--- src/rtl/ntt_stream_fifo.sv ---
// FWFT stream FIFO for NTT inter-stage channels with a registered head word.
// Define STREAM_FIFO_ERR_EN to add sticky overflow/underflow flags.
module ntt_stream_fifo #(
  parameter int DATA_WIDTH = 65,
  parameter int ADDR_WIDTH = 4,
  parameter int DEPTH      = 16
) (
  input  logic                  ap_clk,
  input  logic                  ap_rst_n,
  input  logic [DATA_WIDTH-1:0] if_din,
  output logic                  if_full_n,
  input  logic                  if_write,
  output logic [DATA_WIDTH-1:0] if_dout,
  output logic                  if_empty_n,
  input  logic                  if_read,
  output logic [DATA_WIDTH-1:0] if_peek_dout,
  output logic                  if_peek_empty_n,
  output logic [ADDR_WIDTH:0]   if_count
`ifdef STREAM_FIFO_ERR_EN
  ,
  output logic                  err_overflow,
  output logic                  err_underflow
`endif
);

  localparam logic [ADDR_WIDTH:0] FULL =
    (ADDR_WIDTH+1)'(DEPTH);
  localparam logic [ADDR_WIDTH:0] ONE =
    (ADDR_WIDTH+1)'(1);

  logic [DATA_WIDTH-1:0] mem [DEPTH];
  logic [ADDR_WIDTH-1:0] wr_ptr;
  logic [ADDR_WIDTH-1:0] rd_ptr;
  logic [ADDR_WIDTH-1:0] rd_nxt;
  logic [ADDR_WIDTH:0]   count;
  logic [ADDR_WIDTH:0]   cnt_nxt;
  logic                  push;
  logic                  pop;
  logic                  bypass;

  assign push   = if_write & if_full_n;
  assign pop    = if_read & if_empty_n;
  assign rd_nxt = rd_ptr + ADDR_WIDTH'(1);

  // Storage may not hold the word yet when it becomes head.
  assign bypass = push &
    ((count == '0) | (pop & (count == ONE)));

  always_comb begin
    cnt_nxt = count;
    unique case (1'b1)
      push & ~pop: cnt_nxt = count + ONE;
      pop & ~push: cnt_nxt = count - ONE;
      default: ;
    endcase
  end

  always_ff @(posedge ap_clk) begin
    if (push) mem[wr_ptr] <= if_din;
  end

  always_ff @(posedge ap_clk or negedge ap_rst_n) begin
    if (!ap_rst_n) begin
      wr_ptr     <= '0;
      rd_ptr     <= '0;
      count      <= '0;
      if_full_n  <= 1'b1;
      if_empty_n <= 1'b0;
      if_dout    <= '0;
    end else begin
      if (push) wr_ptr <= wr_ptr + ADDR_WIDTH'(1);
      if (pop)  rd_ptr <= rd_nxt;
      count      <= cnt_nxt;
      if_full_n  <= (cnt_nxt != FULL);
      if_empty_n <= (cnt_nxt != '0);
      if (bypass)   if_dout <= if_din;
      else if (pop) if_dout <= mem[rd_nxt];
    end
  end

  assign if_peek_dout    = if_dout;
  assign if_peek_empty_n = if_empty_n;
  assign if_count        = count;

`ifdef STREAM_FIFO_ERR_EN
  always_ff @(posedge ap_clk or negedge ap_rst_n) begin
    if (!ap_rst_n) begin
      err_overflow  <= 1'b0;
      err_underflow <= 1'b0;
    end else begin
      if (if_write & ~if_full_n)
        err_overflow <= 1'b1;
      if (if_read & ~if_empty_n)
        err_underflow <= 1'b1;
    end
  end
`endif

endmodule
--- config.mk ---
export PLATFORM = sky130hd
export DESIGN_NAME = ntt_stream_fifo
export DESIGN_NICKNAME = d
export VERILOG_FILES = /design/src/rtl/ntt_stream_fifo.sv
export SDC_FILE = /design/constraint.sdc
export NUM_CORES = 1
export LEC_CHECK = 0
export CORE_ASPECT_RATIO = 1.1
export CORE_MARGIN = 2
export CORE_UTILIZATION = 50
export CTS_CLUSTER_DIAMETER = 200
export DETAILED_ROUTE_END_ITERATION = 8
export PLACE_DENSITY = 0.69
export RECOVER_POWER = 50
export SETUP_SLACK_MARGIN = 0.15
export SLEW_MARGIN = 25
export SYNTH_ARGS = -nofsm -noshare
export SYNTH_HDL_FRONTEND = slang
export SYNTH_SLANG_ARGS = --single-unit
export TNS_END_PERCENT = 20
--- constraint.sdc ---
create_clock -name ap_clk -period 6.6 [get_ports ap_clk]
set_input_delay 0.99 -clock ap_clk [delete_from_list [all_inputs] [get_ports ap_clk]]
set_output_delay 0.99 -clock ap_clk [all_outputs]
set_load 0.1 [all_outputs]
==> impl_results.md <==
* Via-to-Cell Ratio at ~6.1
* Peak fanout along the critical path at 52
* Initial core utilization at 50.4%
* CTS tree: done
* Layout cells sized above 1 at 24.9%
* Post-CTS setup buffer count at 0
* Num CTS Buffers at 107
* Die Span Y at 313 microns
* Non-Filler Instances at 3417
* Buf/Inv on CP at 1
* Int Power at 16.7 mW
* Violated checks: max-capacitance violations, max-slew violations
* Peak VDD IR at 0.715 mV
* Final Core Density at 58.2%
* F_max at 253 MHz
* #FFs+latches synth at ~1100
* Mapped Area at 43400 sq um
* Cell Rows at 113
* Seq pwr share at 34.0%
* Router iterations before antenna repair at 8
* Vias in the first global route at 22000
* Sequential fraction of the synthesis area at about three quarters
* Worst-Margin Slew at 2.92 ns
* Mean Syn Cell Area at around 22 sq um
* RSZ-0062 raised after global routing: no
* Remaining Overflow, GRT at 0
* Final wirelength at a little under 100 mm
* Fin Setup TNS at 0 ns
* CP Capture Point: if_dout[8]
* Number of DRC markers in iteration 0 at 1783
* Initial antenna violation count at 7
* IO Pins at 207
* CTS Sinks at 1120
* Fin. max-slew vios at between 60 and 70
* R2R depth at 6
* Min cycle time layout at 3.96 ns
* Via count at 20700
* Min-delay worst type: reg2reg
* Nets@finish at 2249
* GR Util All Layers at 21.7%
* Clock root buffer: clkbuf_16
* Netlist cell types at 39
* Maxcap violations at 2
* Largest net degree at the start of global routing at 114
* Status: finished, violations left
* Element type at the critical path end: flip-flop
* Static Leak at 16.1 nW
* RD Place Congestion at around 0.76
* Die width at roughly 290 microns
* R2r startpoint: rd_ptr[0]
* Fill cell count at 6144
* Worst slew margin at -94.5%
* Final setup fails at 0
* Post-cts resize count at 0
* Required time of the critical path at 7.14 ns
* Core ar. at 86200 sq um
* First-pass GRT wire length at around 140 mm
* Multi-input logic area at 9280 sq um
* Latest clock arrival within the worst-skew pair at 0.68 ns
* Syn Inst Count at roughly 2000
* Max Clock Skew at 0.0309 ns
* CP max stage delay at 1.07 ns
* H-tree Lvls at 3
* DRC errors left at 0
* Power share of the clock group at about a quarter
* Crit path depth at 6
* Switch Pwr at 10.4 mW
* Switching Share at 38.3%
* Number of I/O port buffers at between 200 and 250
* Cell count after placement at 3209
* Critical path, cell by cell: ha_1, xor2_4, buf_4, mux4_2, mux2i_1, o211ai_1
* Sequential Area at 33200 sq um
* Slowest-stage cell, CP: dfrtp_4
* Crit Path Class: reg2reg
* Crit. Startpoint: rd_ptr[0]
* Syn. warnings at 0
* Clock slew at reported path FFs at 0.06 ns
* Worst R2R Setup Slack at 2.64 ns
* CP startpoint kind: flip-flop
* Dpl hpwl at 52.9 mm
* Placed cell area at 46600 sq um
* Power Dens Cells at 539 nW/um^2
* Post-route cell area at 50200 sq um
* Critical path's top delay family: flip-flops
* WL/cell at about 28 microns
* Comb pwr share at 42.7%
* R2r endpoint: if_dout[8]
* Hold Vio Cnt, Final at 0
* Clk buf depth at 3
* P&R area growth vs syn at 15.6%
* Cts hold-fix bufs at 0
* Syn Nets at 2062
* Post-route ant nets at 0
* Critical Path AT at 4.50 ns
* Die area at ~89000 sq um
* Fin crit share at 60.0%
-- cells by family (layout without fill, tap and decap cells) --
| family | Yosys count | count (layout) | share of synthesized area, % |
|---|---|---|---|
| compound gates | 145 | 145 | 2.50 |
| xor+xnor | 9 | 9 | 0.181 |
| fa+ha+maj | 11 | 11 | 0.317 |
| buf+inv | 187 | 469 | 2.49 |
| flops | 1120 | 1120 | 76.5 |
| mux | 391 | 391 | 16.7 |
| other cells | 0 | 3 | 0 |
| simple gates | 119 | 119 | 1.34 |
-- power groups by stage --
stage / sequential [mW] / combinational (mW) / clock, mW
after global routing: 9.29 / 12.1 / 6.69
final: 9.20 / 11.5 / 6.32
after global placement: 9.31 / 11.6 / 0
after detailed placement: 9.37 / 11.7 / 0
after CTS: 9.23 / 11.7 / 6.42
after floorplan: 10.7 / 7.67 / 0
-- worst reg2reg max path, delay by kind of cell, from the launching register on --
| family | cells | cell delay, ns |
|---|---|---|
| buf+inv | 1 | 0.82 |
| compound gates | 1 | 0.11 |
| mux | 2 | 0.65 |
| fa+ha+maj | 1 | 0.41 |
| xor+xnor | 1 | 0.75 |
| flops | 1 | 1.07 |
-- worst min path at each step --
stage                          from     endpoint  slack [ns]  depth (start not counted)
final                     rd_ptr[3]    rd_ptr[3]        0.55                          1
after global routing      rd_ptr[3]    rd_ptr[3]        0.59                          1
after CTS                  ap_rst_n  if_dout[51]        0.31                          1
after detailed placement  rd_ptr[3]    rd_ptr[3]        0.54                          1
after global placement    rd_ptr[3]    rd_ptr[3]        0.51                          1
after floorplan           rd_ptr[3]    rd_ptr[3]        0.46                          1
-- synthesized netlist by cell type (all sizes together) --
library cell     n  area share, %
o21a             1          0.017
nand4            1          0.014
nor3             7          0.081
nor2b            2          0.029
mux2i           67            1.5
a221o            1          0.023
o31a             3          0.060
mux2            64            1.7
xor2             2          0.040
a22oi           67            1.2
nor4             2          0.029
nand3           69           0.79
mux4           260             13
buf            141            2.1
o22ai            1          0.014
nand2           15           0.13
nor2            16           0.14
dfrtp           79            4.6
clkbuf          36           0.31
dfstp            1          0.060
nand4bb          1          0.026
o21ai            3          0.035
o21bai           1          0.017
or3b             2          0.040
a211oi           1          0.017
o211ai          64            1.1
nand2b           3          0.043
ha              11           0.32
or2              1          0.014
o221ai           1          0.020
edfxtp        1040             72
inv             10          0.086
a31oi            2          0.029
xnor2            7           0.14
-- layer usage --
metal  part of all wire, %  global-route usage (%)  up-vias  wire (microns)
met4                   2.6                    7.08        6            2500
met2                    52                    36.7      784           49500
met1                    39                    28.9    11100           37700
li1                      -                       -     8624               -
met5                 0.037                       0        -              36
met3                   6.6                    3.71      151            6290
-- placed cells by master, fill, tap and decap left out, types with 4 or more instances in the layout --
cell type / Yosys / routed
nand2_1: 15 / 15
buf_4: 69 / 36
xnor2_1: 7 / 6
nor2_4: 0 / 10
nor2_1: 16 / 6
dfrtp_1: 79 / 78
clkinv_2: 0 / 22
mux2i_1: 67 / 67
clkbuf_8: 0 / 10
nand3_1: 69 / 69
a22oi_1: 67 / 67
nor3_2: 0 / 4
clkinvlp_4: 0 / 7
ha_1: 11 / 11
o211ai_1: 64 / 64
dlygate4sd3_1: 0 / 67
clkbuf_16: 0 / 107
buf_12: 0 / 6
clkinv_1: 0 / 17
mux2_2: 64 / 64
inv_1: 8 / 9
clkbuf_1: 36 / 22
edfxtp_1: 1040 / 1040
clkdlybuf4s50_1: 0 / 138
mux4_2: 260 / 260
bufinv_16: 0 / 15
-- layout make-up --
| class | instances | share of cell area, % |
|---|---|---|
| antenna | 3 | 0.0149 |
| tap | 1150 | 2.86 |
| sequential | 1120 | 66.2 |
| clock inverter | 68 | 1.57 |
| clock buffer | 136 | 5.75 |
| multi-input combinational | 675 | 18.5 |
| timing repair buffer | 255 | 5.09 |
| inverter | 10 | 0.0747 |
-- sequential cells by signal, summed over array words and instances, names as in the netlist --
name        count
wr_ptr          4
rd_ptr          4
if_count        5
if_dout        65
if_empty_n      1
mem          1040
if_full_n       1
-- per-stage QoR --
stage / power, mW / hold slack [ns] / setup WS [ns]
final: 27.1 / 0.546 / 2.64
after global placement: 20.9 / 0.511 / 2.51
after CTS: 27.4 / 0.311 / 2.68
after floorplan: 18.3 / 0.462 / 0.246
after detailed placement: 21.1 / 0.536 / 2.49
after global routing: 28.1 / 0.587 / 2.44
(Power assumes the default switching activity.)
